**src/rtl/bpuf_pkg.sv**
```systemverilog
// Shared types and constants for the PUF CRP collector.
// Holds the FSM state encoding and the default LFSR geometry.
package bpuf_pkg;

  typedef enum logic [2:0] {
    IDLE,
    SETTLE,
    SAMPLE,
    EMIT,
    DONE
  } state_t;

  localparam int CHAL_W_DEF = 10;

  // x^10 + x^7 + 1: feedback from bits 9 and 6
  localparam int LFSR_TAP_A = 9;
  localparam int LFSR_TAP_B = 6;

endpackage

```
**src/rtl/bpuf_chal_lfsr.sv**
```systemverilog
// Fibonacci LFSR that generates the challenge sequence.
// load wins over step; value holds when neither is set.
module bpuf_chal_lfsr
  import bpuf_pkg::*;
#(
  parameter int W     = CHAL_W_DEF,
  parameter int TAP_A = LFSR_TAP_A,
  parameter int TAP_B = LFSR_TAP_B
) (
  input  logic         clk,
  input  logic         rst_n,
  input  logic         load,
  input  logic [W-1:0] load_val,
  input  logic         step,
  output logic [W-1:0] value
);

  logic [W-1:0] value_q;
  logic [W-1:0] value_d;

  always_comb begin
    value_d = value_q;
    if (load) begin
      value_d = load_val;
    end else if (step) begin
      value_d = {value_q[W-2:0],
                 value_q[TAP_A] ^ value_q[TAP_B]};
    end
  end

  always_ff @(posedge clk or negedge rst_n) begin
    if (!rst_n) begin
      value_q <= '0;
    end else begin
      value_q <= value_d;
    end
  end

  assign value = value_q;

endmodule

```
**src/rtl/bpuf_crp_collector.sv**
```systemverilog
// Drives PUF challenges, majority-votes synchronized responses
// and offers each challenge/response pair on a valid/ready port.
module bpuf_crp_collector
  import bpuf_pkg::*;
#(
  parameter int CHAL_W        = CHAL_W_DEF,
  parameter int SETTLE_CYCLES = 16,
  parameter int NUM_SAMPLES   = 7
) (
  input  logic              clk,
  input  logic              rst_n,
  input  logic              start,
  input  logic              abort,
  input  logic [CHAL_W-1:0] seed,
  input  logic [15:0]       num_chal,
  output logic [CHAL_W-1:0] chal,
  input  logic              puf_resp,
  output logic              crp_valid,
  input  logic              crp_ready,
  output logic [CHAL_W-1:0] crp_chal,
  output logic              crp_resp,
  output logic              crp_stable,
  output logic              busy,
  output logic              done
);

  localparam int ONES_W  = $clog2(NUM_SAMPLES + 1);
  localparam int CNT_MAX = (SETTLE_CYCLES > NUM_SAMPLES) ?
                           SETTLE_CYCLES : NUM_SAMPLES;
  localparam int CNT_W   = $clog2(CNT_MAX + 1);

  localparam logic [CNT_W-1:0]  SETTLE_LAST =
    CNT_W'(SETTLE_CYCLES - 1);
  localparam logic [CNT_W-1:0]  SAMPLE_LAST =
    CNT_W'(NUM_SAMPLES - 1);
  localparam logic [ONES_W-1:0] HALF = ONES_W'(NUM_SAMPLES / 2);
  localparam logic [ONES_W-1:0] ALL  = ONES_W'(NUM_SAMPLES);

  state_t              state_q, state_d;
  logic [1:0]          sync_q;
  logic [CNT_W-1:0]    cnt_q, cnt_d;
  logic [ONES_W-1:0]   ones_q, ones_d;
  logic [15:0]         rem_q, rem_d;
  logic [CHAL_W-1:0]   crp_chal_q;
  logic                crp_resp_q;
  logic                crp_stable_q;
  logic                lfsr_load;
  logic                lfsr_step;
  logic                cap;
  logic                resp_d;
  logic                stable_d;
  logic [CHAL_W-1:0]   load_val;

  // An all-zero seed would lock the LFSR
  assign load_val = (seed == '0) ? CHAL_W'(1) : seed;

  bpuf_chal_lfsr #(
    .W     (CHAL_W),
    .TAP_A (LFSR_TAP_A),
    .TAP_B (LFSR_TAP_B)
  ) u_lfsr (
    .clk      (clk),
    .rst_n    (rst_n),
    .load     (lfsr_load),
    .load_val (load_val),
    .step     (lfsr_step),
    .value    (chal)
  );

  always_ff @(posedge clk or negedge rst_n) begin
    if (!rst_n) begin
      sync_q <= '0;
    end else begin
      sync_q <= {sync_q[0], puf_resp};
    end
  end

  always_comb begin
    state_d   = state_q;
    cnt_d     = cnt_q;
    ones_d    = ones_q;
    rem_d     = rem_q;
    lfsr_load = 1'b0;
    lfsr_step = 1'b0;
    cap       = 1'b0;
    unique case (state_q)
      IDLE: begin
        if (start) begin
          if (num_chal != '0) begin
            rem_d     = num_chal;
            lfsr_load = 1'b1;
            cnt_d     = '0;
            ones_d    = '0;
            state_d   = SETTLE;
          end else begin
            state_d = DONE;
          end
        end
      end
      SETTLE: begin
        if (cnt_q == SETTLE_LAST) begin
          cnt_d   = '0;
          state_d = SAMPLE;
        end else begin
          cnt_d = cnt_q + CNT_W'(1);
        end
      end
      SAMPLE: begin
        ones_d = ones_q + ONES_W'(sync_q[1]);
        if (cnt_q == SAMPLE_LAST) begin
          cnt_d   = '0;
          cap     = 1'b1;
          state_d = EMIT;
        end else begin
          cnt_d = cnt_q + CNT_W'(1);
        end
      end
      EMIT: begin
        if (crp_ready) begin
          if (rem_q > 16'd1) begin
            rem_d     = rem_q - 16'd1;
            lfsr_step = 1'b1;
            ones_d    = '0;
            state_d   = SETTLE;
          end else begin
            state_d = DONE;
          end
        end
      end
      DONE: begin
        state_d = IDLE;
      end
      default: begin
        state_d = IDLE;
      end
    endcase
    // abort beats everything, including a same-edge handshake
    if (abort && (state_q != IDLE)) begin
      state_d   = IDLE;
      cnt_d     = '0;
      ones_d    = '0;
      lfsr_load = 1'b0;
      lfsr_step = 1'b0;
      cap       = 1'b0;
    end
    resp_d   = ones_d > HALF;
    stable_d = (ones_d == '0) || (ones_d == ALL);
  end

  always_ff @(posedge clk or negedge rst_n) begin
    if (!rst_n) begin
      state_q <= IDLE;
      cnt_q   <= '0;
      ones_q  <= '0;
      rem_q   <= '0;
    end else begin
      state_q <= state_d;
      cnt_q   <= cnt_d;
      ones_q  <= ones_d;
      rem_q   <= rem_d;
    end
  end

  always_ff @(posedge clk or negedge rst_n) begin
    if (!rst_n) begin
      crp_chal_q   <= '0;
      crp_resp_q   <= 1'b0;
      crp_stable_q <= 1'b0;
    end else if (cap) begin
      crp_chal_q   <= chal;
      crp_resp_q   <= resp_d;
      crp_stable_q <= stable_d;
    end
  end

  assign crp_valid  = (state_q == EMIT);
  assign crp_chal   = crp_chal_q;
  assign crp_resp   = crp_resp_q;
  assign crp_stable = crp_stable_q;
  assign busy       = (state_q != IDLE);
  assign done       = (state_q == DONE);

endmodule

```
**config.mk**
```make
export PLATFORM = sky130hd
export DESIGN_NAME = bpuf_crp_collector
export DESIGN_NICKNAME = d
export VERILOG_FILES = /design/src/rtl/bpuf_pkg.sv /design/src/rtl/bpuf_chal_lfsr.sv /design/src/rtl/bpuf_crp_collector.sv
export SDC_FILE = /design/constraint.sdc
export NUM_CORES = 1
export LEC_CHECK = 0
export ABC_AREA = 1
export BUFFER_PORTS_ARGS = -buffer_cell sky130_fd_sc_hd__buf_2
export CAP_MARGIN = 10
export CORE_MARGIN = 2
export CORE_UTILIZATION = 40
export CTS_BUF_LIST = sky130_fd_sc_hd__clkbuf_8
export DETAILED_ROUTE_END_ITERATION = 10
export GPL_ROUTABILITY_DRIVEN = 0
export SETUP_SLACK_MARGIN = 0.15
export SLEW_MARGIN = 10
export SYNTH_ARGS = -nofsm -noshare
export SYNTH_HDL_FRONTEND = slang
export SYNTH_SLANG_ARGS = --single-unit
```
**constraint.sdc**
```tcl
create_clock -name clk -period 1.95 [get_ports clk]
set_clock_uncertainty 0.05 [all_clocks]
set_input_delay 0.4875 -clock clk [delete_from_list [all_inputs] [get_ports clk]]
set_output_delay 0.4875 -clock clk [all_outputs]
set_load 0.005 [all_outputs]
```
### Yosys cells after proc, flatten, opt, wreduce, memory -nomap -nowiden

Index checks and enable logic that the tools add are counted.
W data, S select, Z words.

* output and inout port bits: 25
* memories: 0
* logic and storage cells: 83
* bits in read-only memories: 0
* bits in latches: 0
* input bits: 32
* bits in writable memories: 0
* register bits after elaboration: 51

* equal/unequal tests: 16
* multipliers: 0
* shift-type cells: 0
* add/subtract/negate cells: 3
* reductions and logical operators: 13
* bitwise logic cells: 1
* divide/modulo/power cells: 0
* magnitude comparators: 2
* multiplexer cells: 39

Operator list (number)
* $mux W16: 4
* $mux W3: 12
* $pmux W16 S2: 1
* $mux W10: 3
* $mux W5: 5
* $gt A16 B1 Y1 const B: 1
* $reduce_bool A16 Y1: 1
* $sub A16 B1 Y16 const B: 1
* $pmux W5 S3: 1
* $ne A3 B3 Y1 const B: 4
* $pmux W3 S4: 1
* $mux W1: 11
* $logic_not A10 Y1: 1
* $pmux W3 S3: 1
* $eq A3 B2 Y1 const B: 2
* $eq A3 B3 Y1 const B: 2
* $logic_not A3 Y1: 2
* $add A5 B1 Y5 const B: 1
* $eq A5 B3 Y1 const B: 1
* $eq A5 B4 Y1 const B: 1
* $reduce_and A5 Y1: 1
* $ne A2 B1 Y1 const B: 2
* $ne A2 B2 Y1 const B: 2
* $reduce_and A4 Y1: 1
* 11 further kinds: 12

### Logic depth before layout (Yosys ltp)

Gate-level depths: netlist of run 1.

* word-level depth: 7
* depth in mapped cells: 13
* mapped depth without buffers: 13

### By module

From an unflattened synthesis of run 1, not the netlist that was laid out.

* cell total of the unflattened synthesis: 405
* area total of the unflattened synthesis: 2949.1 µm²

By module, submodules not included
* bpuf_crp_collector: times used 1, cells an instance 346, sequential area each 1026.0 µm², area each 2476.1 µm²
* bpuf_chal_lfsr: times used 1, cells an instance 59, sequential area each 250.2 µm², area each 473.0 µm²

### Least setup slack after synthesis of run 1

No wires, ideal clock.

* path kind: reg-to-reg
* start point: register rem_q[0]
* end point: register rem_q[9]
* data required time: 1776 ps
* period minus slack after synthesis: 1636 ps
* data arrival time: 1462 ps
* cell stages (with the launch flop): 13
* buffers on the path: 1
* path slack: 314 ps
* setup time: 124 ps
* cell sequence: dfrtp_1 -> inv_1 -> ha_1 -> inv_1 -> nand2_1 -> nand2_1 -> nor2_1 -> nand3_2 -> nand4_2 -> inv_2 -> buf_4 -> o211ai_1 -> nand2_1

* longest elaborated chain between the ends: 4
* elaborated cells on any way between the ends: 7

RTL lines
* from (decl): line bpuf_crp_collector.sv:43 `logic [15:0] rem_q, rem_d;`
* from (signal assigned): line bpuf_crp_collector.sv:160 `rem_q <= rem_d;`
* $sub A16 B1 Y16: line bpuf_crp_collector.sv:121 `rem_d = rem_q - 16'd1;`
* $mux W16: line bpuf_crp_collector.sv:120 `if (rem_q > 16'd1) begin`
* $mux W16: line bpuf_crp_collector.sv:119 `if (crp_ready) begin`
* $pmux W16 S2: line bpuf_crp_collector.sv:86 `unique case (state_q)`

Several ways; a longest one is shown, not always the timed one. The select of a mux whose other input is x is not followed.
A chain may end at the register's enable or synchronous reset.

### Worst setup path after layout of run 1

* start point: register state_q[2]
* end point: output busy

* longest elaborated chain between the ends: 1

RTL lines
* from (decl): line bpuf_crp_collector.sv:39 `state_t state_q, state_d;`
* from (signal assigned): line bpuf_crp_collector.sv:157 `state_q <= state_d;`
* $reduce_bool A3 Y1: line bpuf_crp_collector.sv:180 `assign busy = (state_q != IDLE);`
* to (decl): line bpuf_crp_collector.sv:23 `output logic busy,`

No other way between the ends.

==> qor.yml, run 1 <==
worst_setup_path:
  cp-start-kind: "register"
  critPathCaptureType: "primary output"
  worstPathMaxFanout: 2
  cp.arrival_ps: 1330
  cp.required_ps: 1410
  crit_type: "register to primary output"
routing:
  firstDrtPassIters: 4
  wire_per_inst_um: 13.3
  finalWirelength_um: 7770
  viasPerCell: 4.95
  drt_iter0_drc: 152
  vias: 2884
  final_antenna_net_count: 0
  route.detailed.drc: 0
yosys:
  ys_warn_count: 0
  yosys.area.top_type: "dfrtp_1"
  async_flop_share_pct: 100
  syn-num-nets: 424
  ys_dominant_reg_cell: "dfrtp_1"
  synth_cell_type_count: 41
  avgSynthCellArea_um2: 7.80
  yosys-top-cells-count: "nand2_1 (103), dfrtp_1 (51), nor2_1 (47)"
  syn_area_um2: 2990
  syn_inst: 384
  synth_area_leaders: "dfrtp_1 (43%), nand2_1 (13%), nor2_1 (5.9%), inv_1 (4.5%), o21ai_0 (4.3%)"
  synth-seq-cells: 51
  ys_seq_area_share_pct: 42.6
  synth_most_common_cell: "nand2_1"
  synth_top_area_share_pct: 42.6
  synth_edf_count: 0
cells_and_area:
  drive_above_1_share_pct: 36.8
  nFillCells: 684
  n_antenna_cell: 0
  area_growth_syn_to_layout_pct: 34.2
  seq_area_um2: 1280
  multi_input_area_um2: 1660
  fin_nets: 523
global_routing:
  grt_pass1_vias: 2562
  grt_max_degree: 22
  antenna_found_initial: 0
  grt_pass1_wl_um: 12400
  grt_usage_pct: 18.3
  gr-total-overflow: 0
power:
  p_per_area_nw_per_um2: 1230
  fin_total_pwr_mw: 4.93
  ir_worst_vdd_mv: 0.524
  power_leakage_nw: 1.94
status:
  status: "finished, final reports clean"
clock_network:
  cts_sinks: 51
  cts_tree: "built"
  ctsHtreeMaxLevel: 2
  numCtsBuffers: 5
  cts_buffer_depth: 2
  cts.clk_slew.worst_paths_ps: 110
  insertion_delay_ps: 310
  root_buffer: "clkbuf_8"
sta:
  fin_ws_ps: 84.1
  worst_hold_slack_ps: 76.5
  setup_viol_count_final: 0
  post-route-min-period_ps: 1870
  slew_viol_final: 0
  fin_tns_setup_ps: 0
  tightest_slew_ps: 515
  rsz0062_at_grt: "true"
  max_freq_mhz: 536
  slew_headroom_pct: 65.7
  hold_viol_final: 0
  fin_crit_sh_pct: 95.7
min_path:
  min_path_type: "input port to asynchronous set/reset pin"
floorplan:
  coreArea_um2: 7250
  rows: 31
  die_h_um: 90.5
  boundaryPins: 57
  die-area_um2: 8190
  start_util_pct: 41.3
  die_x_um: 90.5
job:
  maxCapViolCount: 0
placed_design:
  place_ws_ps: 57.4
  io_buffers: 56
  dp_hpwl_um: 5500
==> path summary, 6_finish.rpt <==
| check | startpoint | endpoint | slack [ps] | depth (start not counted) |
|---|---|---|---|---|
| worst min register to register | sync_q[0] | sync_q[1] | 330 | 0 |
| max in group asynchronous | rst_n | u_lfsr.value[1] | 1280 | 2 |
| worst max-delay path | state_q[2] | busy | 80 | 6 |
| min in group clk | puf_resp | sync_q[0] | 230 | 1 |
| worst min-delay path | rst_n | ones_q[1] | 80 | 1 |
| worst max register to register | cnt_q[0] | state_q[2] | 100 | 11 |
==> area by class of cell <==
| type | count | share of cell area [%] |
|---|---|---|
| multi-input cells | 282 | 41.2 |
| flip-flops and latches | 51 | 31.8 |
| repair buffers | 99 | 17.0 |
| inverters | 44 | 4.51 |
| well taps | 99 | 3.08 |
| clock buffers | 5 | 1.71 |
| clock inverters | 3 | 0.654 |
==> power by group <==
part | internal (mW) | switching [mW] | leakage [nW] | total, mW
logic | 1.14 | 1.42 | 1.24 | 2.57
clock network | 0.265 | 0.398 | 0.0491 | 0.663
registers | 1.37 | 0.337 | 0.652 | 1.70
total | 2.77 | 2.16 | 1.95 | 4.93
==> registers in the layout, indices dropped and copies added (netlist names) <==
| register | flops |
|---|---|
| rem_q | 16 |
| cnt_q | 5 |
| crp_stable | 1 |
| ones_q | 3 |
| crp_chal | 10 |
| u_lfsr.value | 10 |
| state_q | 3 |
| crp_resp | 1 |
| sync_q | 2 |
==> what timing repair did <==
item | in CTS | in global routing
pin swaps | 3 | 11
resized for setup | 9 | 55
gates cloned | 0 | 1
buffers inserted | 4 | 23
hold buffers | 0 | 0
endpoints found under the setup margin | 27 | 47
==> through the flow <==
stage | utilization, % | instance area [um^2] | std cells
global route | 55.4 | 4020 | 583
finish | 55.4 | 4020 | 583
CTS | 50.2 | 3640 | 559
global placement | 48.1 | 3490 | 547
floorplan | - | 2990 | 384
detailed placement | 48.1 | 3490 | 547
==> per-layer routing <==
layer,vias up,wire [um],part of all wire [%],global-route usage [%]
li1,1461,-,-,-
met2,55,3830,49,29.5
met1,1362,3570,46,26.2
met4,0,63,0.81,3.85
met5,-,0,0,0
met3,6,307,4.0,2.67
==> layout by cell type (no fill, tap or decap), drive strengths merged, types with 6 or more instances in the layout <==
cell type,n
ha,8
o21ai,43
nor2,53
a21oi,9
inv,45
clkbuf,6
o211ai,6
buf,98
nand3,25
nand2,107
dfrtp,51
==> worst max-delay path, cell delays in order, from the launching register on <==
cell,delay (ps)
dfrtp_1,420
buf_6,130
nor2_4,110
inv_2,60
nor2_4,120
inv_2,60
buf_6,110
==> cells by family (layout without fill, tap and decap cells) <==
kind of cell    after synthesis  count (layout)  synth area share [%]
simple gates                194             194                  28.9
compound gates               73              73                  15.9
flops                        51              51                  42.6
buf+inv                      51             151                  7.19
fa+ha+maj                     8               8                  3.34
xor+xnor                      7               7                  2.05
No activity file was read; power rests on OpenSTA's default activity.
==> run 2, diff against run 1 <==
- CELL_PAD_IN_SITES_DETAIL_PLACEMENT: unset -> 1
- CELL_PAD_IN_SITES_GLOBAL_PLACEMENT: unset -> 2
- CORE_UTILIZATION: 40 -> 33
- PLACE_DENSITY_LB_ADDON: unset -> 0.1
==> qor.yml, run 2 (synthesized netlist as in run 1, its figures left out) <==
floorplan:
  boundaryPins: 57  # unchanged
  rows: 34  # +9.7%
  coreArea_um2: 8760  # +21%
  die_x_um: 99.3  # +9.7%
  die-area_um2: 9850  # +20%
  start_util_pct: 34.2  # -7.1 points
  die_h_um: 99.3  # +9.7%
sta:
  setup_viol_count_final: 0  # unchanged
  rsz0062_at_grt: "true"
  tightest_slew_ps: 487  # -27.9 ps
  hold_viol_final: 0  # unchanged
  slew_headroom_pct: 67.5  # +1.9 points
  post-route-min-period_ps: 1950  # +80.0 ps
  fin_crit_sh_pct: 99.8  # +4.1 points
  max_freq_mhz: 514  # -4.1%
  slew_viol_final: 0  # unchanged
  fin_ws_ps: 4.07  # -80.0 ps
clock_network:
  root_buffer: "clkbuf_8"
  cts_tree: "built"
  hold_buffers: 0  # unchanged
  cts_sinks: 51  # unchanged
  insertion_delay_ps: 320  # about the same
  numCtsBuffers: 5  # unchanged
  ctsHtreeMaxLevel: 2  # unchanged
  cts.clk_slew.worst_paths_ps: 100  # about the same
  cts_buffer_depth: 2  # unchanged
routing:
  finalWirelength_um: 9790  # +26%
  firstDrtPassIters: 4  # unchanged
  viasPerCell: 4.95  # +0.11%
  route.detailed.drc: 0  # unchanged
  wire_per_inst_um: 16.1  # +21%
  final_antenna_net_count: 0  # unchanged
  drt_iter0_drc: 81  # -47%
  vias: 3016  # +4.6%
cells_and_area:
  layout_commonest_cell: "nand2_1"
  drive_above_1_share_pct: 44.5  # +7.7 points
  layout_common_cells: "nand2_1 (84), buf_2 (55), dfrtp_1 (48)"
  nFillCells: 1094  # +60%
  n_antenna_cell: 0  # unchanged
  top_register: "rem_q"
  fin_nets: 540  # +3.3%
  stdcell_area_um2: 4350  # +8.3%
  largest_reg_flops: 16  # unchanged
  area_growth_syn_to_layout_pct: 45.4
  post-route-util_pct: 49.7  # -5.7 points
global_routing:
  gr-total-overflow: 0  # unchanged
  grt_usage_pct: 19.0  # +0.69 points
  grt_max_degree: 35  # +59%
  antenna_found_initial: 0  # unchanged
  grt_pass1_wl_um: 15100  # +22%
  grt_pass1_vias: 3052  # +19%
status:
  status: "finished, final reports clean"
placed_design:
  place_ws_ps: -68.9  # -126 ps
  dp_hpwl_um: 6700  # +22%
  io_buffers: 56  # unchanged
  place_area_um2: 3520  # +1.0%
power:
  power_leakage_nw: 2.10  # +8.0%
  ir_worst_vdd_mv: 0.507  # -3.3%
  p_clk_share_pct: 13.7  # +0.3 points
  p_switching_mw: 2.54  # +18%
  netSwitchingFraction_pct: 43.9  # +0.063 points
  p_comb_share_pct: 56.4  # +4.4 points
  seq_power_share_pct: 29.9  # -4.6 points
  intPower_mw: 3.25  # +17%
  p_per_area_nw_per_um2: 1330  # +8.3%
worst_setup_path:
  slowest_stage: "dfrtp_1"
  cp.arrival_ps: 2140  # +810 ps
  critPathCaptureType: "register"
  crit_type: "register to register"
  worstPathMaxFanout: 5  # +3
  cp-start-kind: "register"
  crit_buf_inv: 5  # +1
  reg2reg_setup_slack_ps: 4  # -100 ps
  path_cells: "inv_2 -> ha_4 -> inv_2 -> nand2_1 -> nand2_1 -> nor2_2 -> nand3_4 -> nand4_4 -> buf_12 -> buf_12 -> clkinv_8 -> a22oi_2"
  cp_top_family: "simple AND/OR/NAND/NOR gates"
  cp.required_ps: 2140  # +730 ps
  cpPeakStageDelay_ps: 440  # +20 ps
job:
  maxCapViolCount: 0  # unchanged
min_path:
  min_path_type: "input port to asynchronous set/reset pin"
run 2: cell types whose count changed in the layout (fill, tap and decap cells not counted), moves of 3 or more:
cell,delta
o21ai_1,-7
nand2_1,-15
clkinv_8,+4
nand2_4,+3
nand3_2,+5
inv_2,-4
nand3_1,-5
buf_4,+8
buf_6,+5
o21ai_2,+6
nand2_2,+12
run 2: worst reg2reg max path: cells and delay by family, from the launching register on:
family                     cells  cell delay, ps
AOI/OAI and AO/OA              1             160
adders and majority gates      1             170
buffers and inverters          5             490
DFF                            1             440
and+or+nand+nor                5             570
run 2: power groups by stage:
stage / sequential (mW) / clock [mW] / combinational (mW)
2_1_floorplan: 1.63 / 0 / 1.39
3_3_place_gp: 1.71 / 0 / 2.03
3_5_place_dp: 1.72 / 0 / 2.06
4_1_cts: 1.69 / 0.821 / 2.32
5_1_grt: 1.79 / 0.850 / 3.59
6_report: 1.73 / 0.792 / 3.27
run 2: metrics by stage:
stage / cells / setup TNS (ps) / hold slack [ps] / power [mW]
finish: 609 / 0 / 71.2 / 5.79
global route: 609 / -209 / 86.9 / 6.23
CTS: 585 / 0 / 77.9 / 4.83
detailed placement: 561 / -631 / 287 / 3.78
global placement: 561 / -275 / 283 / 3.73
floorplan: 384 / 0 / 142 / 3.02
run 2: routing by layer:
layer,vias up,wire [um],GRT usage [%]
li1,1494,-,-
met1,1470,4470,25.4
met2,42,4870,32.0
met3,10,312,3.09
met4,0,133,4.95
met5,-,0,0
run 2: final cells by class:
cell class              instances  area (um^2)  area share [%]
flip-flops and latches         51         1280            29.4
inverters                      44          191            4.40
clock buffers                   5         68.8            1.58
multi-input cells             282         1780            40.9
clock inverters                 3         47.5            1.09
repair inverters                3         48.8            1.12
repair buffers                113          801            18.4
well taps                     108          135            3.10
run 2: what timing repair did:
| action | CTS | global route |
|---|---|---|
| pin swaps | 3 | 26 |
| gates resized for setup | 18 | 96 |
| gates cloned | 0 | 4 |
| setup endpoints to repair | 29 | 36 |
| buffers inserted | 16 | 20 |
run 2: worst paths after layout:
path	start	end	depth (start not counted)
setup / recovery	rem_q[0]	rem_q[6]	12
hold / removal	rst_n	cnt_q[0]	1
hold reg to reg	sync_q[0]	sync_q[1]	0
min in group clk	puf_resp	sync_q[0]	1
setup reg to reg	rem_q[0]	rem_q[6]	12
max in group asynchronous	rst_n	u_lfsr.value[2]	2
